[src/rtl/dl_write_seq.sv]
// dl_write_seq: write sequencer in front of a bank of DEPTH DL latches
// (a latch-based register file).
//
// A write request (address/data) is taken over a valid/ready handshake. The
// sequencer then runs setup -> gate pulse -> hold on the shared latch D bus
// and a one-hot gate vector. Every latch-facing output comes straight from a
// flop, so the latches never see a combinational glitch on G.
//
// Ports
//   CLK       in   clock, rising edge
//   RESET     in   synchronous, active-high reset (has priority over CE)
//   CE        in   clock enable; 0 freezes FSM, counter and all outputs
//   IN_VALID  in   write request valid
//   IN_READY  out  CE & (state == IDLE), combinational
//   IN_ADDR   in   target latch word (ADDR_W bits)
//   IN_DATA   in   write data (WIDTH bits)
//   LAT_D     out  shared D bus of the latch bank (registered)
//   LAT_G     out  one-hot gate, bit i drives G of word i (registered)
//   BUSY      out  1 whenever the FSM is not IDLE (registered)
//   ADDR_ERR  out  one-cycle pulse when an accepted address is >= DEPTH
//
// Optional feature, macro DL_WRSEQ_INIT_CLEAR_EN:
//   when defined, leaving reset starts a walk over words 0..DEPTH-1 that
//   writes INIT_VAL to each word with the normal setup/pulse/hold timing.
//   BUSY stays high and IN_READY low until the last hold completes. A reset
//   during the walk restarts it at word 0. Without the macro the FSM is IDLE
//   on the first cycle after reset.

module dl_write_seq #(
  parameter int               WIDTH     = 8,
  parameter int               DEPTH     = 4,
  parameter int               ADDR_W    = 2,
  parameter int               SETUP_CYC = 1,
  parameter int               PULSE_CYC = 1,
  parameter int               HOLD_CYC  = 1,
  parameter logic [WIDTH-1:0] INIT_VAL  = '0
) (
  input  logic              CLK,
  input  logic              RESET,
  input  logic              CE,
  input  logic              IN_VALID,
  output logic              IN_READY,
  input  logic [ADDR_W-1:0] IN_ADDR,
  input  logic [WIDTH-1:0]  IN_DATA,
  output logic [WIDTH-1:0]  LAT_D,
  output logic [DEPTH-1:0]  LAT_G,
  output logic              BUSY,
  output logic              ADDR_ERR
);

  // One down-counter serves every phase. It is loaded with (N-1) when a phase
  // is entered, and the phase ends on the edge where it reads zero.
  localparam int MAX_SP  = (SETUP_CYC > PULSE_CYC) ? SETUP_CYC : PULSE_CYC;
  localparam int MAX_CYC = (MAX_SP > HOLD_CYC) ? MAX_SP : HOLD_CYC;
  localparam int CNT_W   = (MAX_CYC > 1) ? $clog2(MAX_CYC) : 1;

  localparam logic [CNT_W-1:0] SETUP_LD = CNT_W'(SETUP_CYC - 1);
  localparam logic [CNT_W-1:0] PULSE_LD = CNT_W'(PULSE_CYC - 1);
  localparam logic [CNT_W-1:0] HOLD_LD  = CNT_W'(HOLD_CYC - 1);

  // DEPTH held one bit wider than the address, so that DEPTH == 2**ADDR_W
  // still compares correctly.
  localparam logic [ADDR_W:0] DEPTH_X = (ADDR_W + 1)'(DEPTH);

`ifdef DL_WRSEQ_INIT_CLEAR_EN
  localparam logic [ADDR_W-1:0] LAST_ADDR = ADDR_W'(DEPTH - 1);

  // S_CLEAR is the setup phase of a clear-walk word. PULSE and HOLD are
  // shared with normal writes. clr_q tells the HOLD exit which path it is on.
  typedef enum logic [2:0] {S_IDLE, S_SETUP, S_PULSE, S_HOLD, S_CLEAR} state_t;
`else
  typedef enum logic [1:0] {S_IDLE, S_SETUP, S_PULSE, S_HOLD} state_t;
`endif

  state_t             state_q, state_d;
  logic [CNT_W-1:0]   cnt_q, cnt_d, cnt_dec;
  logic [ADDR_W-1:0]  addr_q, addr_d;
  logic               cnt_done;
  logic               accept;

  logic [WIDTH-1:0]   lat_d_d;
  logic [DEPTH-1:0]   gate_d;
  logic               busy_d;
  logic               err_d;

`ifdef DL_WRSEQ_INIT_CLEAR_EN
  logic               clr_q, clr_d;
`endif

  assign IN_READY = CE & (state_q == S_IDLE);
  assign accept   = IN_VALID & IN_READY;
  assign cnt_done = (cnt_q == '0);
  assign cnt_dec  = cnt_q - CNT_W'(1);

  // ---------------------------------------------------------------------
  // State register and all registered outputs
  // ---------------------------------------------------------------------
  always_ff @(posedge CLK) begin
    if (RESET) begin
      addr_q   <= '0;
      LAT_G    <= '0;
      ADDR_ERR <= 1'b0;
      // If a gate is open at this edge, keep D for one more edge so the
      // latch sees G fall before D moves. The next reset edge clears D.
      if (LAT_G == '0)
        LAT_D <= '0;
`ifdef DL_WRSEQ_INIT_CLEAR_EN
      state_q  <= S_CLEAR;
      cnt_q    <= SETUP_LD;
      BUSY     <= 1'b1;
      clr_q    <= 1'b1;
`else
      state_q  <= S_IDLE;
      cnt_q    <= '0;
      BUSY     <= 1'b0;
`endif
    end else if (CE) begin
      state_q  <= state_d;
      cnt_q    <= cnt_d;
      addr_q   <= addr_d;
      LAT_D    <= lat_d_d;
      LAT_G    <= gate_d;
      BUSY     <= busy_d;
      ADDR_ERR <= err_d;
`ifdef DL_WRSEQ_INIT_CLEAR_EN
      clr_q    <= clr_d;
`endif
    end
  end

  // ---------------------------------------------------------------------
  // Next state, counter and address
  // ---------------------------------------------------------------------
  always_comb begin
    state_d = state_q;
    cnt_d   = cnt_q;
    addr_d  = addr_q;
`ifdef DL_WRSEQ_INIT_CLEAR_EN
    clr_d   = clr_q;
`endif
    unique case (state_q)
      S_IDLE: begin
        if (accept) begin
          state_d = S_SETUP;
          cnt_d   = SETUP_LD;
          addr_d  = IN_ADDR;
        end
      end
`ifdef DL_WRSEQ_INIT_CLEAR_EN
      S_CLEAR,
`endif
      S_SETUP: begin
        if (cnt_done) begin
          state_d = S_PULSE;
          cnt_d   = PULSE_LD;
        end else begin
          cnt_d   = cnt_dec;
        end
      end
      S_PULSE: begin
        if (cnt_done) begin
          state_d = S_HOLD;
          cnt_d   = HOLD_LD;
        end else begin
          cnt_d   = cnt_dec;
        end
      end
      S_HOLD: begin
        if (cnt_done) begin
`ifdef DL_WRSEQ_INIT_CLEAR_EN
          if (clr_q && (addr_q != LAST_ADDR)) begin
            state_d = S_CLEAR;
            cnt_d   = SETUP_LD;
            addr_d  = addr_q + ADDR_W'(1);
          end else begin
            state_d = S_IDLE;
            cnt_d   = '0;
            clr_d   = 1'b0;
          end
`else
          state_d = S_IDLE;
          cnt_d   = '0;
`endif
        end else begin
          cnt_d   = cnt_dec;
        end
      end
      default: begin
        state_d = S_IDLE;
        cnt_d   = '0;
      end
    endcase
  end

  // ---------------------------------------------------------------------
  // Next values of the registered outputs
  // ---------------------------------------------------------------------
  always_comb begin
    lat_d_d = LAT_D;
    err_d   = 1'b0;
    gate_d  = '0;
    busy_d  = (state_d != S_IDLE);

    // D moves only at accept. The FSM is in IDLE then, so no gate is open.
    if ((state_q == S_IDLE) && accept) begin
      lat_d_d = IN_DATA;
      err_d   = ({1'b0, IN_ADDR} >= DEPTH_X);
    end

`ifdef DL_WRSEQ_INIT_CLEAR_EN
    // The clear walk drives INIT_VAL during its setup phase. With
    // SETUP_CYC == 1 on the first word, D and G switch on the same edge.
    // The latch is transparent for the whole pulse, so it still settles
    // on INIT_VAL.
    if (state_q == S_CLEAR)
      lat_d_d = INIT_VAL;
`endif

    // The gate is high for exactly the PULSE state. An out-of-range address
    // matches no bit, so the write is dropped and the timing is unchanged.
    if (state_d == S_PULSE) begin
      for (int i = 0; i < DEPTH; i++)
        gate_d[i] = (addr_q == ADDR_W'(i));
    end
  end

endmodule

[config.mk]
export PLATFORM = sky130hd
export DESIGN_NAME = dl_write_seq
export DESIGN_NICKNAME = d
export VERILOG_FILES = /design/src/rtl/dl_write_seq.sv
export SDC_FILE = /design/constraint.sdc
export NUM_CORES = 1
export LEC_CHECK = 0
export BUFFER_PORTS_ARGS = -buffer_cell sky130_fd_sc_hd__buf_2
export CAP_MARGIN = 15
export CORE_AREA = 5 5 46 64
export DETAILED_ROUTE_END_ITERATION = 12
export DIE_AREA = 0 0 51 69
export SLEW_MARGIN = 20
export SYNTH_ARGS = -nofsm -noshare
export SYNTH_HDL_FRONTEND = slang
export SYNTH_SLANG_ARGS = --single-unit
export TNS_END_PERCENT = 20
[constraint.sdc]
create_clock -name CLK -period 4.42 [get_ports CLK]
set_input_delay 0.663 -clock CLK [delete_from_list [all_inputs] [get_ports CLK]]
set_output_delay 0.663 -clock CLK [all_outputs]
set_load 0.01 [all_outputs]
==> results of run 1 <==
cell type report:
type	instances	area, um2	share of cell area
Multi-Input combinational cell	43	312	0.335
Sequential cell	17	420	0.452
Inverter	2	7.51	0.00808
Tap cell	23	28.8	0.0310
Timing Repair Buffer	27	135	0.145
Clock buffer	4	26.3	0.0283
worst register-to-register path, stage by stage (launching register included):
cell and delay, ns:
dfxtp_1 0.40, inv_1 0.08, ha_1 0.24, and3_1 0.24, mux2_2 0.37
layer usage:
layer / share of wire / GRT usage
met1: 0.37 / 0.0997
met2: 0.51 / 0.152
met3: 0.10 / 0.0302
met4: 0.0090 / 0.0449
met5: 0 / 0
synth_stat cells:
master / instances
nand4b_1: 2
ha_1: 3
nand4bb_1: 1
mux2i_1: 4
mux2_2: 1
edfxtp_1: 8
dfxtp_1: 9
buf_4: 1
nor4_1: 1
and3_1: 1
nor2_1: 2
conb_1: 1
o32ai_1: 2
and2_1: 1
a21oi_1: 4
nor2b_1: 8
nor3b_1: 1
nand2b_1: 10
buf_6: 1
inv_1: 2
nand4_1: 1
buf_2: 2
flip-flops by register name, summed over array words and instances, names as in the netlist:
register	cells
LAT_G	4
BUSY	1
LAT_D	8
state_q	2
addr_q	2
cells by family after synthesis:
family	count (synthesis)
simple gates	28
compound gates	6
mux	5
fa+ha+maj	3
flops	17
buf+inv	6
other cells	1
worst max-delay path by stage:
stage	start	to	slack, ns
after CTS	state_q[0]	IN_READY	2.44
after global placement	CE	IN_READY	2.62
after global routing	state_q[0]	IN_READY	2.37
after floorplan	CE	IN_READY	2.82
final	state_q[0]	IN_READY	2.46
after detailed placement	CE	IN_READY	2.62
where the power goes:
part | internal, mW | leakage (nW) | switching [mW]
combinational | 0.0261 | 0.225 | 0.0294
clock | 0.0350 | 0.0150 | 0.0465
sequential | 0.179 | 0.156 | 0.00557
stage by stage:
stage | instances | setup slack [ns]
2_1_floorplan | 66 | 2.82
3_3_place_gp | 112 | 2.62
3_5_place_dp | 112 | 2.62
4_1_cts | 116 | 2.44
5_1_grt | 116 | 2.37
6_report | 116 | 2.46
==> results by group, run 1 <==
Min path
  – Hold crit path type: flop to flop
  – Hold endpoint: LAT_G[1]
  – Hold path depth: 2
  – Hold_sp: LAT_G[1]

STA
  – Hold slack: 0.495 ns
  – Min cycle time layout: just under 2 ns
  – RSZ-0062 raised after global routing: false
  – Final setup viols: 0
  – Skew final: roughly 0.0028 ns
  – Max frequency: 511 MHz
  – Max Transition Viols Final: 0
  – Final hold vios: 0
  – Final worst path period share: 0.443
  – Setup TNS: 0 ns

Worst setup path
  – CP Capture Type: output pin
  – Nature of the critical path startpoint: flop
  – Slowest cell on the critical path: dfxtp_1
  – Setup CP Type: flop to output pin
  – Worst reg2reg startpoint: state_q[0]
  – Crit-path max FO: 4
  – Data arrival time of the critical path: roughly 1.3 ns
  – Worst path depth: 4
  – Crit-path max cell delay: ~0.40 ns
  – CP bufs+invs: 2
  – Worst-path cell chain: inv_1 > ha_1 > and2_1 > buf_2
  – Reg2reg path depth: 4
  – R2R Path End: LAT_D[2]
  – CP required: about 3.8 ns
  – Top Family by Delay on Critical Path: flip-flops
  – R2R Setup Slk: ~2.8 ns

Synth
  – Synth Area in Simple Gates: 0.236
  – Top post-synthesis cells by area: edfxtp_1, dfxtp_1, nand2b_1
  – Largest family of logic cells by synthesized area: simple AND/OR/NAND/NOR gates
  – Synth Area in Compound Gates: 0.0489
  – XOR/XNOR share of the synthesized area: 0
  – Yosys warnings: 0
  – Synth area leader: edfxtp_1
  – Library cells used by synthesis: 22
  – Mapped Nets: 83
  – Post-Syn Area: 768 um2
  – Adder-cell share of the synthesized area: 0.0489
  – Mux share of post-synthesis cell area: 0.0668
  – Post-Synthesis Cells: 66
  – Mean Syn Cell Area: 11.6 um2
  – #FFs+latches synth: 17
  – Post-synthesis sequential area ratio: 0.547
  – Top-area cell type share of the netlist area: 0.313

Cells and area
  – Most frequent cells in the layout: buf_2, nand2b_1, dfxtp_1, edfxtp_1, nor2b_1
  – Layout Utilization: 0.398
  – Area growth, synth to finish: 21.0%
  – Share of layout cells above drive strength 1: 0.333
  – Diode count: 0
  – Nets: 111
  – Final instance area: 930 um2
  – Most common cell after layout, fill and taps aside: buf_2
  – Filler cell count: ~240

Floorplanning
  – DIE AREA: roughly 3500 um2
  – Chip Width: around 51 um
  – Initial Utilization: 0.329
  – Core area: around 2300 um2
  – Num rows: 21
  – I/O pins: 29
  – Die height: 69 um

Drt
  – Vias per cell: 5.00
  – Drt pass-1 iters: 4
  – Total number of vias: a little under 600
  – # DRC: 0
  – Detailed-route wire length per cell: approximately 12 um
  – DRT antenna net count: 0
  – DR iter-0 viols: 7
  – Total wire length: ~1400 um

CTS
  – TritonCTS Buffers: 3
  – Clk sink count: 17
  – Post-CTS Setup Inserts: 0
  – H-tree depth: 1
  – CTS tree: done
  – Root buffer cell: clkbuf_4
  – Worst-Skew Late Latency: 0.28 ns
  – Post-CTS Hold Fix Bufs: 0
  – Post-CTS sizing: 0
  – Clock buffer depth: 2
  – Worst-path clk slew: 0.09 ns

Run
  – Max-cap viol count: 0

Place
  – GPL Wtd Cong: ~0.6
  – Port Buffer Count: 27
  – Placed Area: around 900 um2
  – Post-DP HPWL: ~1100 um

Power
  – Peak VDD IR: between 0.15 and 0.2 mV
  – Leakage: 0.396 nW
  – Final Power: between 300 and 400 uW
  – Power Density: between 300 and 400 nW/um2

GRT
  – Largest net degree at the start of global routing: 22
  – Gr usage total: 0.0910
  – First-pass GRT wire length: between 2000 and 3000 um
  – Vias in the first global route: between 600 and 700
  – Gr ovfl total: 0
  – Initial antenna violation count: 0

Run status
  – Status: finished clean
(Power assumes the default switching activity.)
==> inputs of run 2 (changes only) <==
--- a/config.mk
+++ b/config.mk
@@ -5,6 +5,7 @@
 export SDC_FILE = /design/constraint.sdc
 export NUM_CORES = 1
 export LEC_CHECK = 0
+export ABC_AREA = 1
 export BUFFER_PORTS_ARGS = -buffer_cell sky130_fd_sc_hd__buf_2
 export CAP_MARGIN = 15
 export CORE_AREA = 5 5 46 64
==> constraint.sdc (replaced) <==
create_clock -name CLK -period 1.8 [get_ports CLK]
set_input_delay 0.27 -clock CLK [delete_from_list [all_inputs] [get_ports CLK]]
set_output_delay 0.27 -clock CLK [all_outputs]
set_load 0.01 [all_outputs]
==> run 2 against run 1 <==
- first-iteration DRC count fell by 71%
- largest cell class unchanged
- critical path depth is 1 higher
- combinational power increased to 3.1 times the previous value
- largest power group unchanged
- power rose to 2.6 times the previous value
- via count rose by 11%
==> results by group, run 2 <==
Synth
  – Post-synthesis sequential area ratio: 0.538
  – Synth area leader: edfxtp_1
  – Top-area cell type share of the netlist area: 0.307
  – Yosys warnings: 0
  – Post-synth top cells: inv_1, nand2_1, nor2_1, dfxtp_1, edfxtp_1
  – Top post-synthesis cells by area: edfxtp_1, dfxtp_1, inv_1
  – Post-synth EDFFs: 8
  – Most common cell in the netlist: inv_1
  – Top FF cell, synth: dfxtp_1
  – Post-synth ARST share: 0
  – Mapped Nets: approximately 110
  – Mean Syn Cell Area: a little under 9 um2
  – Post-Syn Area: about 800 um2
  – Post-Synthesis Cells: 88
  – Library cells used by synthesis: 20
  – #FFs+latches synth: 17

Cells and area
  – Share of layout cells above drive strength 1: 0.333
  – Nets: about 140
  – Most frequent cells in the layout: buf_2, inv_1, nand2_1, nor2_1, dfxtp_1
  – Layout Utilization: 0.409
  – Area growth, synth to finish: 22.4%
  – Largest Register: LAT_D
  – Most common cell after layout, fill and taps aside: buf_2
  – Top flop regs: LAT_D x8, LAT_G x4
  – Largest register FFs: 8
  – Diode count: 0

Floorplanning
  – DIE AREA: 3520 um2
  – I/O pins: 29
  – Die height: roughly 69 um
  – Chip Width: approximately 50 um
  – Num rows: 21
  – Initial Utilization: 0.334
  – Core area: around 2300 um2

STA
  – Fin worst setup slack: around 0.25 ns
  – Final worst path period share: 0.863
  – Final hold vios: 0
  – Max Transition Viols Final: 0
  – Min cycle time layout: between 1.5 and 2 ns
  – Skew final: approximately 0.0027 ns
  – Max frequency: roughly 640 MHz
  – Final setup viols: 0
  – Setup TNS: 0 ns
  – RSZ-0062 raised after global routing: false

Min path
  – Hold path depth: 3
  – Hold crit path type: input port to flop

Place
  – Placement Setup Slack: about 0.31 ns
  – Port Buffer Count: 27
  – Post-DP HPWL: 1270 um
  – GPL Wtd Cong: 0.725

Worst setup path
  – Worst-path cell chain: inv_1 > ha_1 > nand2_1 > inv_1 > buf_2
  – Setup CP Type: flop to output pin
  – Reg2reg path depth: 5
  – CP required: 1.53 ns
  – CP Capture Type: output pin
  – Data arrival time of the critical path: 1.28 ns
  – Nature of the critical path startpoint: flop
  – Crit-path max FO: 4
  – Crit-path max cell delay: ~0.38 ns
  – Most used cell, CP: inv_1
  – Slowest cell on the critical path: dfxtp_1

Drt
  – DR iter-0 viols: 2
  – # DRC: 0
  – DRT antenna net count: 0
  – Total number of vias: between 600 and 700
  – Detailed-route wire length per cell: 11.0 um
  – Drt pass-1 iters: 3
  – Total wire length: approximately 1500 um
  – Vias per cell: 4.58

CTS
  – CTS tree: done
  – Worst-Skew Late Latency: just under 0.3 ns
  – TritonCTS Buffers: 3
  – Post-CTS Hold Fix Bufs: 0
  – Clock buffer depth: 2
  – Post-CTS Setup Inserts: 0
  – Clk sink count: 17
  – Post-CTS sizing: 0
  – H-tree depth: 1
  – Root buffer cell: clkbuf_4
  – Worst-path clk slew: roughly 0.10 ns

GRT
  – Gr usage total: 0.0966
  – First-pass GRT wire length: roughly 2600 um
  – Gr ovfl total: 0
  – Initial antenna violation count: 0
  – Vias in the first global route: ~610
  – Largest net degree at the start of global routing: 17

Power
  – Peak VDD IR: 0.373 mV
  – Final Power: about 800 uW
  – Power Density: between 800 and 900 nW/um2
  – Leakage: between 0.4 and 0.5 nW

Run status
  – Status: finished clean

Run
  – Max-cap viol count: 0
-- run 2: cell count changes in the layout (fill, tap and decap cells not counted), moves of 2 or more --
cell / previous run / this run
nand2b_1: 10 / 0
a21oi_1: 4 / 7
nand4_1: 1 / 4
inv_2: 0 / 3
nand4b_1: 2 / 0
o21ai_1: 0 / 2
o32ai_1: 2 / 0
nand3_1: 0 / 3
nor2_1: 2 / 11
inv_1: 2 / 18
nand2_1: 0 / 11
mux2i_1: 4 / 0
nor2b_1: 8 / 0
-- run 2: path summary, 6_finish.rpt --
path | slack (ns) | endpoint | from
worst max-delay path | 0.25 | IN_READY | state_q[0]
worst min-delay path | 0.26 | addr_q[0] | IN_ADDR[0]
worst max register to register | 0.31 | LAT_D[5] | state_q[0]
worst min register to register | 0.49 | LAT_G[2] | LAT_G[2]
-- run 2: report_power, final --
group / internal, mW / switching (mW) / total (mW)
sequential: 0.440 / 0.0143 / 0.454
clock: 0.0825 / 0.116 / 0.199
combinational: 0.0683 / 0.102 / 0.170
total: 0.591 / 0.232 / 0.823
-- run 2: logic make-up (layout without fill, tap and decap cells) --
kind of cell,Yosys count,in the layout,share of synthesized area
simple gates,33,33,0.214
buf+inv,24,53,0.131
flops,17,17,0.538
compound gates,10,10,0.0640
fa+ha+maj,3,3,0.0480
other cells,1,1,0.00480
-- run 2: metrics by stage --
| stage | std cells | hold slack (ns) | instance area (um2) |
|---|---|---|---|
| global route | 140 | 0.252 | 957 |
| floorplan | 88 | 0.339 | 782 |
| CTS | 140 | 0.251 | 957 |
| detailed placement | 136 | 0.473 | 930 |
| finish | 140 | 0.257 | 957 |
| global placement | 136 | 0.476 | 930 |
-- run 2: layout make-up --
| type | instances | area, um2 |
|---|---|---|
| clock inverter | 1 | 5.00 |
| tap | 23 | 28.8 |
| multi-input combinational | 47 | 259 |
| sequential | 17 | 420 |
| inverter | 21 | 78.8 |
| fill | 246 | 1380 |
| timing repair buffer | 28 | 143 |
| clock buffer | 3 | 22.5 |
-- run 2: worst max-delay path: cells and delay by family (launching register included) --
kind	cells	cell delay, ns
buf+inv	3	0.26
flops	1	0.38
simple gates	1	0.09
fa+ha+maj	1	0.27
-- run 2: metal layers --
metal / vias up / wire length [um] / track usage
met5: - / 0 / 0
met4: 0 / 63 / 0.0749
met1: 273 / 556 / 0.0969
li1: 330 / - / -
met2: 30 / 761 / 0.164
met3: 8 / 159 / 0.0237
==> inputs of run 3 (changes only) <==
--- a/config.mk
+++ b/config.mk
@@ -5,7 +5,6 @@
 export SDC_FILE = /design/constraint.sdc
 export NUM_CORES = 1
 export LEC_CHECK = 0
-export ABC_AREA = 1
 export BUFFER_PORTS_ARGS = -buffer_cell sky130_fd_sc_hd__buf_2
 export CAP_MARGIN = 15
 export CORE_AREA = 5 5 46 64
==> run 3 against run 2 <==
- power shrank 3.7%
- sequential share of layout area grew 1.2 points
- clock power is essentially flat
- core utilization shrank 1.1 points
- clock-buffer cell count is the same
- worst setup slack lost 0.0087 ns
- critical path depth shrank 1
- global-route usage shrank 0.83 points
- sequential cell count is the same
- wire length shrank 2.3%
- highest routed layer unchanged
- critical endpoint is now LAT_D[4]
- register-to-register slack lost 0.07 ns
==> results by group, run 3 (synthesis results as in run 1) <==
Min path
  – Hold crit path type: input port to flop

CTS
  – Worst-Skew Late Latency: between 0.2 and 0.3 ns
  – Root buffer cell: clkbuf_4
  – Post-CTS sizing: 0
  – CTS tree: done
  – Post-CTS Hold Fix Bufs: 0
  – Clock buffer depth: 2
  – TritonCTS Buffers: 3
  – H-tree depth: 1
  – Worst-path clk slew: 0.09 ns
  – Clk sink count: 17
  – Post-CTS Setup Inserts: 0

Worst setup path
  – Crit-path max FO: 8
  – CP required: ~1.8 ns
  – CP Capture Type: flop
  – Nature of the critical path startpoint: flop
  – Data arrival time of the critical path: 1.59 ns
  – Setup CP Type: flop to flop

Floorplanning
  – Die height: just under 70 um
  – Chip Width: 51 um
  – I/O pins: 29
  – DIE AREA: between 3000 and 4000 um2
  – Num rows: 21
  – Core area: roughly 2300 um2
  – Initial Utilization: 0.329

Drt
  – # DRC: 0
  – Vias per cell: around 4.7
  – DR iter-0 viols: 13
  – Total number of vias: between 500 and 600
  – DRT antenna net count: 0
  – Detailed-route wire length per cell: approximately 13 um
  – Total wire length: around 1500 um
  – Drt pass-1 iters: 4

Cells and area
  – Filler cell count: 252
  – Final instance area: ~930 um2
  – Most common cell after layout, fill and taps aside: buf_2
  – Largest Register: LAT_D
  – Most frequent cells in the layout: buf_2, nand2b_1, dfxtp_1, edfxtp_1, nor2b_1
  – Top flop regs: LAT_D x8, LAT_G x4
  – Largest register FFs: 8
  – Share of layout cells above drive strength 1: 0.344
  – Nets: between 100 and 150
  – Area growth, synth to finish: 21.2%
  – Diode count: 0
  – Multi-input logic area: between 300 and 400 um2
  – Storage cell area: around 420 um2

Place
  – Placement Setup Slack: about 0.24 ns
  – GPL Wtd Cong: 0.682
  – Post-DP HPWL: approximately 1200 um
  – Placed Area: about 900 um2
  – Port Buffer Count: 27

STA
  – Fin worst setup slack: between 0.2 and 0.25 ns
  – Min cycle time layout: approximately 1.6 ns
  – Setup TNS: 0 ns
  – RSZ-0062 raised after global routing: false
  – Final worst path period share: 0.868
  – Max frequency: around 640 MHz
  – Final setup viols: 0
  – Max Transition Viols Final: 0
  – Final hold vios: 0
  – Skew final: 0.00482 ns

GRT
  – Gr ovfl total: 0
  – Gr usage total: 0.0883
  – Vias in the first global route: 577
  – Initial antenna violation count: 0
  – First-pass GRT wire length: between 2000 and 2500 um
  – Largest net degree at the start of global routing: 22

Power
  – Peak VDD IR: 0.405 mV
  – Leakage: about 0.4 nW
  – Power Density: 852 nW/um2

Run
  – Max-cap viol count: 0

Run status
  – Status: finished clean
run 3: cell types whose count changed in the layout (fill, tap and decap cells not counted), moves of 2 or more:
cell / previous run / this run
inv_2: 3 / 0
nand4_1: 4 / 1
nor2b_1: 0 / 8
mux2i_1: 0 / 4
o32ai_1: 0 / 2
o21ai_1: 2 / 0
nand2b_1: 0 / 10
nor2_1: 11 / 2
nand2_1: 11 / 0
nand4b_1: 0 / 2
inv_1: 18 / 2
nand3_1: 3 / 0
a21oi_1: 7 / 4
run 3: power by group:
group / switching, mW / internal [mW] / total, mW / leakage [nW]
logic: 0.0740 / 0.0642 / 0.138 / 0.225
clock network: 0.118 / 0.0825 / 0.200 / 0.0177
registers: 0.0142 / 0.440 / 0.454 / 0.156
run 3: through the flow:
| step | util | hold WS [ns] | power (mW) | std cells |
|---|---|---|---|---|
| 4_1_cts | 0.398 | 0.225 | 0.806 | 116 |
| 3_5_place_dp | 0.386 | 0.481 | 0.604 | 112 |
| 2_1_floorplan | - | 0.425 | 0.551 | 66 |
| 5_1_grt | 0.398 | 0.229 | 0.839 | 116 |
| 6_report | 0.398 | 0.235 | 0.793 | 116 |
| 3_3_place_gp | 0.386 | 0.472 | 0.598 | 112 |
run 3: critical path, stage by stage, from the launching register on:
cell and delay, ns:
dfxtp_1 0.39, inv_1 0.08, ha_1 0.23, and3_1 0.24, mux2_2 0.37
run 3: area by class of cell:
cell class / instances / share of cell area
Clock inverter: 1 / 0.00538
Sequential cell: 17 / 0.452
Clock buffer: 3 / 0.0242
Timing Repair Buffer: 27 / 0.145
Tap cell: 23 / 0.0309
Inverter: 2 / 0.00806
Multi-Input combinational cell: 43 / 0.335
run 3: metal layers:
| layer | routed length (um) | up-vias | share of wire | track usage |
|---|---|---|---|---|
| met5 | 0 | - | 0 | 0 |
| met4 | 10 | 0 | 0.0066 | 0.0269 |
| met3 | 136 | 2 | 0.090 | 0.0259 |
| met2 | 726 | 26 | 0.48 | 0.152 |
| met1 | 631 | 242 | 0.42 | 0.102 |
| li1 | - | 280 | - | - |
run 3: path summary, 6_finish.rpt:
check                   from         to  slack (ns)  cells after the start
setup / recovery  state_q[0]   LAT_D[4]        0.24                      4
hold / removal    IN_ADDR[1]  addr_q[1]        0.23                      3
setup reg to reg  state_q[0]   LAT_D[4]        0.24                      4
hold reg to reg     LAT_G[3]   LAT_G[3]        0.49                      2
